`config.mk`:
```
export PLATFORM = sky130hd
export DESIGN_NAME = multicycle_control
export DESIGN_NICKNAME = d
export VERILOG_FILES = /design/src/rtl/multicycle_control.sv
export SDC_FILE = /design/constraint.sdc
export NUM_CORES = 1
export LEC_CHECK = 0
export BUFFER_PORTS_ARGS = -buffer_cell sky130_fd_sc_hd__buf_2
export CELL_PAD_IN_SITES_DETAIL_PLACEMENT = 1
export CELL_PAD_IN_SITES_GLOBAL_PLACEMENT = 2
export CORE_MARGIN = 3
export CORE_UTILIZATION = 32
export CTS_CLUSTER_DIAMETER = 120
export DETAILED_ROUTE_END_ITERATION = 10
export PLACE_DENSITY_LB_ADDON = 0.1
export SKIP_LAST_GASP = 1
export SLEW_MARGIN = 15
export SYNTH_ARGS = -nofsm -noshare
export SYNTH_HDL_FRONTEND = slang
export SYNTH_SLANG_ARGS = --single-unit
```
`constraint.sdc`:
```
create_clock -name clk -period 3.49 [get_ports clk]
set_input_delay 0.1745 -clock clk [delete_from_list [all_inputs] [get_ports clk]]
set_output_delay 0.1745 -clock clk [all_outputs]
set_load 0.005 [all_outputs]
```
`src/rtl/multicycle_control.sv`:
```
// Main control FSM for the multi-cycle MIPS datapath.
// Sequences each instruction over 3-5 states with a memory-wait watchdog.
module multicycle_control #(
  parameter int unsigned WDT_CYCLES = 255
) (
  input  logic       clk,
  input  logic       rst_n,
  input  logic [5:0] opcode,
  input  logic       mem_ready,
  output logic       PCWrite,
  output logic       PCWriteCond,
  output logic       IorD,
  output logic       MemRead,
  output logic       MemWrite,
  output logic       IRWrite,
  output logic       MemtoReg,
  output logic       RegDst,
  output logic       RegWrite,
  output logic       ALUSrcA,
  output logic [1:0] ALUSrcB,
  output logic [2:0] ALUOp,
  output logic [1:0] PCSource,
  output logic       instr_done,
  output logic       illegal_op,
  output logic       mem_timeout
);

  localparam int CW = $clog2(WDT_CYCLES + 1);

  localparam logic [5:0] OP_R    = 6'b000000;
  localparam logic [5:0] OP_LW   = 6'b100011;
  localparam logic [5:0] OP_SW   = 6'b101011;
  localparam logic [5:0] OP_BEQ  = 6'b000100;
  localparam logic [5:0] OP_ADDI = 6'b001000;
  localparam logic [5:0] OP_ANDI = 6'b001100;
  localparam logic [5:0] OP_ORI  = 6'b001101;

  localparam logic [2:0] ALU_ADD = 3'b010;
  localparam logic [2:0] ALU_SUB = 3'b011;
  localparam logic [2:0] ALU_AND = 3'b000;
  localparam logic [2:0] ALU_OR  = 3'b001;
  localparam logic [2:0] ALU_FN  = 3'b100;

  localparam logic [CW-1:0] WDT_LAST = CW'(WDT_CYCLES - 1);
  localparam logic [CW-1:0] WDT_MAX  = CW'(WDT_CYCLES);

  typedef enum logic [3:0] {
    START,
    FETCH,
    DECODE,
    MEM_ADDR,
    MEM_RD,
    MEM_WB,
    MEM_WR,
    R_EXEC,
    R_WB,
    BRANCH,
    I_EXEC,
    I_WB
  } state_t;

  state_t        state, state_n;
  logic [CW-1:0] wcnt, wcnt_n;
  logic          mem_st;
  logic          wdt_hit;
  logic          is_r, is_lw, is_sw, is_beq;
  logic          is_addi, is_andi, is_ori;
  logic [2:0]    imm_op;

  assign is_r    = (opcode == OP_R);
  assign is_lw   = (opcode == OP_LW);
  assign is_sw   = (opcode == OP_SW);
  assign is_beq  = (opcode == OP_BEQ);
  assign is_addi = (opcode == OP_ADDI);
  assign is_andi = (opcode == OP_ANDI);
  assign is_ori  = (opcode == OP_ORI);

  assign imm_op = is_andi ? ALU_AND :
                  is_ori  ? ALU_OR  : ALU_ADD;

  // Counter holds the number of stalled cycles already spent here,
  // so the last allowed stall is the one seen at WDT_LAST.
  assign mem_st  = state inside {FETCH, MEM_RD, MEM_WR};
  assign wdt_hit = mem_st && !mem_ready && (wcnt == WDT_LAST);

  always_ff @(posedge clk or negedge rst_n) begin
    if (!rst_n) begin
      state       <= START;
      wcnt        <= '0;
      mem_timeout <= 1'b0;
    end else begin
      state       <= state_n;
      wcnt        <= wcnt_n;
      mem_timeout <= mem_timeout | wdt_hit;
    end
  end

  always_comb begin
    wcnt_n = wcnt;
    if (wdt_hit || (state_n != state)) begin
      wcnt_n = '0;
    end else if (mem_st && !mem_ready && (wcnt != WDT_MAX)) begin
      wcnt_n = wcnt + 1'b1;
    end
  end

  always_comb begin
    state_n     = state;
    PCWrite     = 1'b0;
    PCWriteCond = 1'b0;
    IorD        = 1'b0;
    MemRead     = 1'b0;
    MemWrite    = 1'b0;
    IRWrite     = 1'b0;
    MemtoReg    = 1'b0;
    RegDst      = 1'b0;
    RegWrite    = 1'b0;
    ALUSrcA     = 1'b0;
    ALUSrcB     = 2'b00;
    ALUOp       = ALU_AND;
    PCSource    = 2'b00;
    instr_done  = 1'b0;
    illegal_op  = 1'b0;
    case (state)
      START: begin
        state_n = FETCH;
      end
      FETCH: begin
        MemRead = 1'b1;
        ALUSrcB = 2'b01;
        ALUOp   = ALU_ADD;
        PCWrite = mem_ready;
        IRWrite = mem_ready;
        if (mem_ready) state_n = DECODE;
      end
      DECODE: begin
        ALUSrcB = 2'b11;
        ALUOp   = ALU_ADD;
        unique case (1'b1)
          is_lw, is_sw:              state_n = MEM_ADDR;
          is_r:                      state_n = R_EXEC;
          is_beq:                    state_n = BRANCH;
          is_addi, is_andi, is_ori:  state_n = I_EXEC;
          default: begin
            illegal_op = 1'b1;
            state_n    = FETCH;
          end
        endcase
      end
      MEM_ADDR: begin
        ALUSrcA = 1'b1;
        ALUSrcB = 2'b10;
        ALUOp   = ALU_ADD;
        state_n = is_lw ? MEM_RD :
                  is_sw ? MEM_WR : FETCH;
      end
      MEM_RD: begin
        MemRead = 1'b1;
        IorD    = 1'b1;
        if (mem_ready)    state_n = MEM_WB;
        else if (wdt_hit) state_n = FETCH;
      end
      MEM_WB: begin
        RegWrite   = 1'b1;
        MemtoReg   = 1'b1;
        instr_done = 1'b1;
        state_n    = FETCH;
      end
      MEM_WR: begin
        MemWrite   = 1'b1;
        IorD       = 1'b1;
        instr_done = mem_ready;
        if (mem_ready || wdt_hit) state_n = FETCH;
      end
      R_EXEC: begin
        ALUSrcA = 1'b1;
        ALUOp   = ALU_FN;
        state_n = R_WB;
      end
      R_WB: begin
        RegWrite   = 1'b1;
        RegDst     = 1'b1;
        ALUOp      = ALU_FN;
        instr_done = 1'b1;
        state_n    = FETCH;
      end
      BRANCH: begin
        ALUSrcA     = 1'b1;
        ALUOp       = ALU_SUB;
        PCWriteCond = 1'b1;
        PCSource    = 2'b01;
        instr_done  = 1'b1;
        state_n     = FETCH;
      end
      I_EXEC: begin
        ALUSrcA = 1'b1;
        ALUSrcB = 2'b10;
        ALUOp   = imm_op;
        state_n = I_WB;
      end
      I_WB: begin
        ALUSrcA    = 1'b1;
        ALUSrcB    = 2'b10;
        ALUOp      = imm_op;
        RegWrite   = 1'b1;
        instr_done = 1'b1;
        state_n    = FETCH;
      end
      default: begin
        state_n = START;
      end
    endcase
  end

endmodule

```
After elaboration in Yosys (flattened, before gate mapping)

Index checks and enable logic that the tools add are counted.

Input port bits: 9
Output and inout bits: 20
ROM bits: 0
Bits in writable memories: 0
Latch bits: 0
Bits in registers: 13
Memories: 0
Word-level logic and storage cells: 75

$mul: 0
Order comparisons: 0
Bitwise operators: 1
Shift-type cells: 0
Multiplexer cells: 27
Divide/modulo/power cells: 0
Reductions and logical operators: 23
Add/sub/neg operators: 1
Eq/ne operators: 20

Operators with widths:

| kind                                                 | number |
|---|---|
| one-hot mux 4 bit (8 select lines)                   | 1 |
| equality test 6 x 4 -> 1 bit (second input constant) | 3 |
| equality test 4 x 3 -> 1 bit (second input constant) | 4 |
| equality test 4 bit (second input constant)          | 4 |
| two-way mux 4 bit                                    | 4 |
| two-way mux 8 bit                                    | 2 |
| one-hot mux 4 bit (4 select lines)                   | 1 |
| equality test 6 bit (second input constant)          | 2 |
| two-way mux 1 bit                                    | 12 |
| one-hot mux 3 bit (4 select lines)                   | 1 |
| OR reduction 3 bit                                   | 4 |
| OR reduction 2 bit                                   | 5 |
| OR reduction 5 bit                                   | 2 |
| adder 8 x 1 -> 8 bit (second input constant)         | 1 |
| equality test 4 x 2 -> 1 bit (second input constant) | 2 |
| equality test 8 bit (second input constant)          | 1 |
| inequality test 8 bit (second input constant)        | 1 |
| OR reduction 7 bit                                   | 1 |
| equality test 6 x 3 -> 1 bit (second input constant) | 1 |
| zero test 6 bit                                      | 1 |
| two-way mux 3 bit                                    | 2 |
| one-hot mux 2 bit (3 select lines)                   | 1 |
| equality test 4 x 1 -> 1 bit (second input constant) | 1 |
| zero test 4 bit                                      | 1 |
| 10 further kinds                                     | 14 |

Logic depth before layout (Yosys ltp)

Depth in word-level cells: 10
Mapped depth: 7
Depth with buffers taken out: 7

Worst setup path after synthesis

OpenSTA, ideal clock, no wires.

Path kind: register -> register
Start: register state[0]
End: register wcnt[0]
Data arrival time: 1.667 ns
Data required time: 3.339 ns
Slack: 1.672 ns
Buffers on the path: 1
Clock period less this slack: 1.818 ns
Stages on the path, launching flop included: 7
Library setup time: 0.151 ns
Cell sequence: dfrtp_1 > buf_6 > nor4_2 > nand3_1 > a22oi_2 > mux2i_1 > nor4_1

Word-level cells in the longest chain between the ends: 10
Elaborated cells between the ends (all ways): 27
Those cells by class: eq/ne (12); mux (6); reduce/logical (9)

RTL lines:

| item                                                                                | line     | RTL |
|---|---|---|
| start: declaration                                                                  | 62       | `state_t state, state_n;` |
| start signal: assignment                                                            | 92       | `state <= state_n;` |
| equality test 4 x 1 -> 1 bit / equality test 4 x 3 -> 1 bit (equally long branches) | 83, 124  |  |
| nonzero test 3 bit                                                                  | 83       | `assign mem_st = state inside {FETCH, MEM_RD, MEM_WR};` |
| logical AND 1 bit                                                                   | 84, 102  |  |
| logical AND 1 bit                                                                   | 84       | `assign wdt_hit = mem_st && !mem_ready && (wcnt == WDT_LAST);` |
| two-way mux 4 bit / logical OR 1 bit (equally long branches)                        | 161, 173 |  |
| two-way mux 4 bit, on equally long branches                                         | 160, 173 |  |
| one-hot mux 4 bit (8 select lines)                                                  | 124      | `case (state)` |
| inequality test 4 bit                                                               | 100      | `if (wdt_hit \|\| (state_n != state)) begin` |
| logical OR 1 bit                                                                    | 100      |  |
| two-way mux 8 bit / nonzero test 2 bit (equally long branches)                      | --       |  |
| end signal: assignment                                                              | 93       | `wcnt <= wcnt_n;` |
| end: declaration                                                                    | 63       | `logic [CW-1:0] wcnt, wcnt_n;` |

Parallel ways exist; a longest one is shown, timed or not.
A chain may end at the register's enable or synchronous reset.

Final worst setup path

Ends and elaborated chain as after synthesis.

==> flow_summary.ini <==
[floorplanning]
die_area_sq_um = 4530
ios = 29
die_x_um = 67.3
row_count = 21
die_h_um = 67.3
initial_core_util_pct = 34.7
core-area_sq_um = 3470

[synth]
netlist.area_leader.share_pct = 27.1
yosysWarnings = 0
synthMuxAreaShare_pct = 1.66
synth_fp_nets = 166
async_reset_ff_share_pct = 100
synthSimpleGateAreaFrac_pct = 35.7
postSynthAreaPerCell_sq_um = 7.76
synth_top_family_by_area = simple AND/OR/NAND/NOR gates
synth_area_leaders = dfrtp_1 27%, xnor2_1 5.8%, nor4_1 5.2%, nand2_1 4.7%, nor2_1 4.4%
synthXorXnorAreaFrac_pct = 5.83
syn_inst = 155
ys_seq_area_share_pct = 27.1
yosysUniqueCellTypes = 46
synthTopCellsByCount = 15 x nand2_1, 14 x nor2_1, 13 x dfrtp_1
synth_edf_count = 0
ys.flop_type = dfrtp_1
netlist_area_sq_um = 1200
synth_compound_area_share_pct = 20.5
yosys.area_share.adder_pct = 2.08
synth.largest_area_cell = dfrtp_1
synth-seq-cells = 13
synth_most_common_cell = nand2_1

[global_routing]
busiest_layer = met1
antenna_found_initial = 0
grt_overflow = 0
grtUsageMet3_pct = 3.83
use_met2_pct = 23.8
grt_max_degree = 21
met1_usage_pct = 26.0
grt_pass1_vias = 1185
grt_use_total_pct = 16.8
grt_pass1_wl_mm = 5.81

[min_path]
hold_class = in -> reg
hold_start = mem_ready
holdPathStages = 4
hold_end = state[2]

[drt]
drc_errors = 0
wire_per_inst_um = 15.8
routed_wl_mm = 3.53
via_count = 1215
via_per_inst = 5.45
ant_nets = 0
first_pass_iters = 4
drt_iter0_markers = 57

[placement]
place_hpwl_mm = 2.74
place_inst = 218
place_congestion = 0.822
port-buffer-count = 27

[critical_path]
r2r_cells = 5
crit_path_max_fanout = 20
r2r_slack_ps = 1150
cp_data_required_time_ps = 3570
start_kind = flip-flop
timing_worst_setup_path_type = reg -> reg
crit-reg2reg-launch = state[0]
worst_r2r_endpoint = wcnt[0]
cp.arrival_ps = 2420
worstSetupEndpointType = flip-flop

[timing]
finalSetupTns_ps = 0
finalSetupViolations = 0
min_period_over_period_pct = 67.0
worstMarginPinSlew_ps = 740
drv_slew = 0
relSlewSlack_pct = 50.2
max_freq_mhz = 428
hold_ws_ps = 310
grt_setup_unrepaired = false
hold_viol = 0
period_minus_slack_ps = 2340
skew_ps = 1.59

[clocking]
hold_buffers = 1
cts_tree = done
cts_root_buf = clkbuf_8
h-tree-depth = 1
post_cts_buffers = 0
ctsResizeCount = 0
clockBufferDepth = 2
clk_latency_ps = 240
clk_pin_slew_ps = 50
clock_sinks = 13
numCtsBuffers = 3

[finish]
drive_above_1_share_pct = 20.3
final_cells = 223
antennaDiodeCount = 0
fin_util_pct = 40.1
area_growth_syn_to_layout_pct = 15.6
fin_nets = 189

[pwr]
pwr_density_cell_nw_per_um2 = 491
ir_drop_uv = 263
leakagePower_uw = 0.000587
p_total_uw = 683

[run_status]
outcome = finished, final reports clean

[job]
max_cap_violations = 0
## final cells by class
type	count	area, sq um
clock buffer	4	45.0
fill	457	2080
inverter	6	22.5
multi-input combinational	126	795
sequential	13	325
tap	46	57.6
timing repair buffer	28	145
## cells in the final DEF (no fill, tap or decap), drive strengths merged, types with 2 or more instances in the layout
cell type	instances
nand2b	6
nor2	14
nor3	8
xnor2	8
nor3b	2
nand2	15
or2	2
a2111oi	2
nand3b	2
o22ai	2
nor2b	2
o21a	2
a211oi	4
nand4	2
clkbuf	4
ha	2
buf	27
o21ai	9
nor4	12
dfrtp	13
inv	6
a22oi	2
or3	3
mux2i	2
a21oi	8
nand3	5
## worst max-delay path: stages (launching register included)
cell and delay (ps):
dfrtp_1 620, nor4_2 480, nand3_1 140, a22oi_2 210, mux2i_1 610, nor4_1 120
## cells by family after synthesis
kind of cell | Yosys count
xor gates and xnor gates | 8
adders and majority gates | 2
DFF | 13
buffers and inverters | 16
AOI/OAI and AO/OA | 36
and+or+nand+nor | 77
muxes | 2
other | 1
## per-layer routing
metal | vias up | part of all wire, %
met3 | 0 | 5.2
met4 | 0 | 0
li1 | 607 | -
met1 | 579 | 54
met2 | 29 | 41
met5 | - | 0
## power by group
group / switching (uW) / total [uW] / internal, uW / leakage, uW
registers: 60.3 / 224 / 164 / 0.000177
logic: 194 / 328 / 133 / 0.000387
clock network: 50.7 / 131 / 80.5 / 0.0000228
total: 305 / 683 / 378 / 0.000587
## worst max path at each step
| stage | cells past startpoint | start | endpoint | slack (ps) |
|---|---|---|---|---|
| 2_1_floorplan | 6 | state[0] | wcnt[0] | 1670 |
| 3_3_place_gp | 5 | state[0] | wcnt[5] | 1320 |
| 3_5_place_dp | 5 | state[0] | wcnt[0] | 1150 |
| 4_1_cts | 5 | state[0] | wcnt[0] | 1160 |
| 5_1_grt | 5 | state[0] | wcnt[7] | 1000 |
| 6_report | 5 | state[0] | wcnt[0] | 1150 |
## per-stage QoR
| step | instance area, sq um | worst slack [ps] |
|---|---|---|
| detailed placement | 1340 | 1150 |
| global placement | 1340 | 1320 |
| global route | 1390 | 995 |
| floorplan | 1200 | 1670 |
| CTS | 1390 | 1160 |
| finish | 1390 | 1150 |
## registers in the layout, summed over array words and instances (netlist names)
signal,count
wcnt,8
state,4
mem_timeout,1
Note: power is estimated with default switching activity, not from simulation.
